`config.mk`:
```
export PLATFORM = sky130hd
export DESIGN_NAME = pipe_hazard_ctrl
export DESIGN_NICKNAME = d
export VERILOG_FILES = /design/src/rtl/pipe_hazard_ctrl.sv
export SDC_FILE = /design/constraint.sdc
export NUM_CORES = 1
export LEC_CHECK = 0
export ABC_AREA = 1
export CAP_MARGIN = 10
export CORE_MARGIN = 3
export CORE_UTILIZATION = 46
export DETAILED_ROUTE_END_ITERATION = 10
export PLACE_DENSITY = 0.77
export SLEW_MARGIN = 20
export SYNTH_ARGS = -nofsm -noshare
export SYNTH_HDL_FRONTEND = slang
export SYNTH_SLANG_ARGS = --single-unit
```
`constraint.sdc`:
```
create_clock -name clk -period 1.5 [get_ports clk]
set_input_delay 0.15 -clock clk [delete_from_list [all_inputs] [get_ports clk]]
set_output_delay 0.15 -clock clk [all_outputs]
set_load 0.02 [all_outputs]
```
`src/rtl/pipe_hazard_ctrl.sv`:
```
// Pipeline hazard controller: forwarding select, load-use stall, mispredict flush,
// RUN/HALT control for syscalls, and cycle/stall/flush performance counters.
module pipe_hazard_ctrl (
    input  logic        clk,
    input  logic        rst_n,
    input  logic [4:0]  id_r1,
    input  logic [4:0]  id_r2,
    input  logic        id_r1_use,
    input  logic        id_r2_use,
    input  logic        id_lo_r1,
    input  logic        id_lo_r2,
    input  logic [4:0]  ex_rw,
    input  logic        ex_we,
    input  logic        ex_ld,
    input  logic        ex_we_lo,
    input  logic [4:0]  mem_rw,
    input  logic        mem_we,
    input  logic        ex_mispredict,
    input  logic        ex_sys,
    input  logic        go,
    output logic        run,
    output logic        stall_fd,
    output logic        bubble,
    output logic        clear_u,
    output logic [5:0]  redirection,
    output logic        halted,
    output logic [31:0] cycle_cnt,
    output logic [31:0] stall_cnt,
    output logic [31:0] flush_cnt
);

    typedef enum logic {
        ST_RUN  = 1'b0,
        ST_HALT = 1'b1
    } state_t;

    state_t state, state_nxt;

    logic r1_ok, r2_ok;
    logic ex_fwd1, ex_fwd2;
    logic mem_fwd1, mem_fwd2;
    logic lo_fwd1, lo_fwd2;
    logic load_use;
    logic running;

    // Operand qualification: unused operands and $0 never forward from the RF path.
    always_comb begin
        r1_ok    = id_r1_use && (id_r1 != 5'd0);
        r2_ok    = id_r2_use && (id_r2 != 5'd0);
        ex_fwd1  = r1_ok && ex_we && !ex_ld && (ex_rw == id_r1);
        ex_fwd2  = r2_ok && ex_we && !ex_ld && (ex_rw == id_r2);
        // EX holds the younger value, so it wins over MEM for the same operand.
        mem_fwd1 = r1_ok && mem_we && (mem_rw == id_r1) && !ex_fwd1;
        mem_fwd2 = r2_ok && mem_we && (mem_rw == id_r2) && !ex_fwd2;
        lo_fwd1  = id_r1_use && ex_we_lo && id_lo_r1;
        lo_fwd2  = id_r2_use && ex_we_lo && id_lo_r2;
        redirection = {lo_fwd2, lo_fwd1, mem_fwd2, mem_fwd1, ex_fwd2, ex_fwd1};
    end

    always_comb begin
        load_use = ex_ld && ex_we && (ex_rw != 5'd0) &&
                   ((id_r1_use && (ex_rw == id_r1)) ||
                    (id_r2_use && (ex_rw == id_r2)));
    end

    // Reset forces a flush with the pipeline frozen; mispredict flush beats the stall.
    always_comb begin
        running  = rst_n && (state == ST_RUN);
        run      = running;
        halted   = (state == ST_HALT);
        clear_u  = !rst_n || (running && ex_mispredict);
        bubble   = running && load_use && !ex_mispredict;
        stall_fd = bubble;
    end

    always_comb begin
        state_nxt = state;
        case (state)
            ST_RUN:  if (ex_sys && !ex_mispredict) state_nxt = ST_HALT;
            ST_HALT: if (go) state_nxt = ST_RUN;
            default: state_nxt = ST_RUN;
        endcase
    end

    always_ff @(posedge clk) begin
        if (!rst_n) begin
            state <= ST_RUN;
        end else begin
            state <= state_nxt;
        end
    end

    always_ff @(posedge clk) begin
        if (!rst_n) begin
            cycle_cnt <= '0;
            stall_cnt <= '0;
            flush_cnt <= '0;
        end else if (state == ST_RUN) begin
            cycle_cnt <= cycle_cnt + 32'd1;
            if (bubble)  stall_cnt <= stall_cnt + 32'd1;
            if (clear_u) flush_cnt <= flush_cnt + 32'd1;
        end
    end

endmodule

```
==> flow_summary.yaml <==
grt:
  grt_max_degree: 53
  antenna_found_initial: 0
  gr-total-overflow: 0
  track_usage_pct: 28.0
  grt_pass1_wl_um: 33300
  grt_pass1_vias: 7253
sta:
  setup_viol: 75
  finalMaxSlewViolations: 0
  slew_headroom_pct: 54.6
  min_period_ns: 1.81
  rsz0062_at_grt: "true"
  max_freq_ghz: 0.553
  finalHoldViolCount: 0
  tns_ns: -9.18
  finalWorstSetupSlack_ns: -0.309
  hold_ws_ns: 0.283
  period_share_pct: 121
  worst_slew_pin_slew_ns: 0.680
  fin_skew_ns: 0.00722
worst_setup_path:
  crit_type: "reg -> reg"
  r2r_setup_slack_ns: -0.31
  end_kind: "flip-flop"
  reg2reg_depth: 10
  critical_path.max_fanout: 4
  r2r_end: "flush_cnt[14]"
  arrival_ns: 2.02
  start_kind: "flip-flop"
  timing.rr.start: "flush_cnt[1]"
  crit_required_ns: 1.71
synth:
  synth_area_leaders: "dfxtp_1, nand2_1, inv_1"
  synth_edf_count: 0
  synthesis.nets: 1012
  synth.distinct_cells: 38
  synth_seq_cells: 97
  yosysWarnings: 0
  syn_avg_cell_area_um2: 6.14
  syn_area_um2: 6000
  yosysSeqAreaShare_pct: 32.4
  synth_top_cell_by_area: "dfxtp_1"
  ys_async_sr_fraction_pct: 0
  syn_inst: 976
  synth_ff_type: "dfxtp_1"
  synth_top_area_share_pct: 32.4
finish:
  area_growth_pct: 68.1
  finalNetCount: 1323
  finish.utilization_pct: 79.5
  fillers: 865
  diodes: 0
  layout-drive-gt1-share_pct: 33.4
  finalNonFillerCells: 1464
  multi_input_area_um2: 4100
  register_area_um2: 2000
placed_design:
  dp_cells: 1405
  gp_congestion: 0.905
  place_hpwl_um: 13700
  portBuffers: 139
clock_tree:
  htreeDepth: 3
  cts.reportedPaths.clkPinSlew_ns: 0.07
  postCtsHoldBufs: 0
  root_buffer: "clkbuf_16"
  cts_buffer_depth: 2
  cts.sinks: 97
  cts_tree: "yes"
  numCtsBuffers: 9
  clk_latency_ns: 0.36
status:
  status: "finished with violations"
  violations: "negative setup slack"
die:
  die_y_um: 120
  fp-row-count: 41
  core_um2: 12700
  io_pins: 140
  die_w_um: 120
  die_area_um2: 14400
  start_util_pct: 47.3
routing:
  drt_iter0_drc: 796
  first_pass_iters: 7
  via_per_inst: 5.54
  avgRoutedWirePerCell_um: 16.4
  antenna_left: 0
  wl_um: 24100
  drc: 0
  vias: 8112
pwr:
  power_leakage_nw: 4.93
  ir_worst_vdd_v: 0.000673
  total_power_mw: 5.67
  powerDensity_nw_per_um2: 562
hold_path:
  holdPathStages: 4
  hp-start: "rst_n"
  holdPathEnd: "cycle_cnt[24]"
  min_path_type: "in -> reg"
job:
  maxCapViolations: 0
==> per-stage QoR <==
stage / worst slack, ns / instance area [µm²]
after floorplan: -0.0718 / 6140
after global placement: -0.695 / 8700
after detailed placement: -0.711 / 8700
after CTS: -0.194 / 9420
after global routing: -0.345 / 10100
final: -0.309 / 10100
==> kinds of logic (layout without fill, tap and decap cells) <==
group	Yosys count	count (layout)	share of synthesized area, %
AOI/OAI and AO/OA	73	73	6.89
xor gates and xnor gates	15	15	2.19
adders and majority gates	3	3	0.626
buffers and inverters	183	498	12.6
DFF	97	97	32.4
and+or+nand+nor	605	606	45.3
==> area by class of cell <==
cell class / instances / share of cell area, %
well taps: 172 / 2.14
clock buffers: 13 / 2.68
clock inverters: 3 / 0.236
flip-flops and latches: 97 / 19.8
repair buffers: 331 / 28.7
inverters: 151 / 5.80
multi-input cells: 697 / 40.7
==> where the power goes <==
group | switching (mW) | internal (mW)
combinational | 0.393 | 0.318
clock | 1.08 | 1.27
sequential | 0.0224 | 2.58
==> synth_stat cells, types with 7 or more instances <==
master,n
nand2_1,261
inv_1,140
nor2_1,140
dfxtp_1,97
nand3_1,73
nand4_1,50
nor3_1,47
a21oi_1,31
o21ai_0,18
xor2_1,13
buf_4,12
inv_2,10
buf_2,9
clkbuf_1,8
nor2_2,7
==> worst max path at each step <==
stage                 start       endpoint  cells past startpoint
2_1_floorplan  flush_cnt[0]  flush_cnt[16]                     10
3_3_place_gp       ex_rw[3]         bubble                     10
3_5_place_dp       ex_rw[4]         bubble                     10
4_1_cts              halted         bubble                      6
5_1_grt        flush_cnt[1]  flush_cnt[14]                     10
6_report       flush_cnt[1]  flush_cnt[14]                     10
==> worst max-delay path, cell delays in order (launching register included) <==
cell,delay (ns)
dfxtp_4,0.37
ha_4,0.14
inv_4,0.04
nor3_4,0.21
nand2_2,0.12
nor2_4,0.16
nand2_4,0.12
nor2_4,0.15
inv_2,0.06
xor2_1,0.20
nor2_1,0.09
==> metal layers <==
metal	vias to the layer above	part of all wire, %	track usage (%)
met3	112	9.0	6.50
met4	0	4.3	13.0
met2	507	49	47.7
met1	3751	37	33.3
li1	3742	-	-
met5	-	0	0
==> flip-flops by register name, indices dropped and copies added, names as in the netlist <==
register,count
halted,1
stall_cnt,32
flush_cnt,32
cycle_cnt,32
==> cell usage in the layout, fill, tap and decap left out, drive strengths merged, types with 6 or more instances in the layout <==
| cell type | count |
|---|---|
| clkbuf | 23 |
| o21ai | 22 |
| a21oi | 32 |
| nand2 | 266 |
| nor3 | 52 |
| nor2 | 155 |
| nand4 | 51 |
| dlymetal6s2s | 6 |
| a211oi | 6 |
| dfxtp | 97 |
| dlygate4sd2 | 102 |
| buf | 200 |
| clkdlybuf4s50 | 10 |
| xor2 | 13 |
| a31oi | 6 |
| nand3 | 74 |
| inv | 152 |
==> repair_timing <==
action | in CTS | in global routing
endpoints found under the setup margin | 164 | 90
pin swaps | 49 | 84
cloned | 6 | 2
endpoints found under the hold margin | 0 | 0
setup buffers | 16 | 25
gates resized for setup | 217 | 169
(Power assumes the default switching activity.)
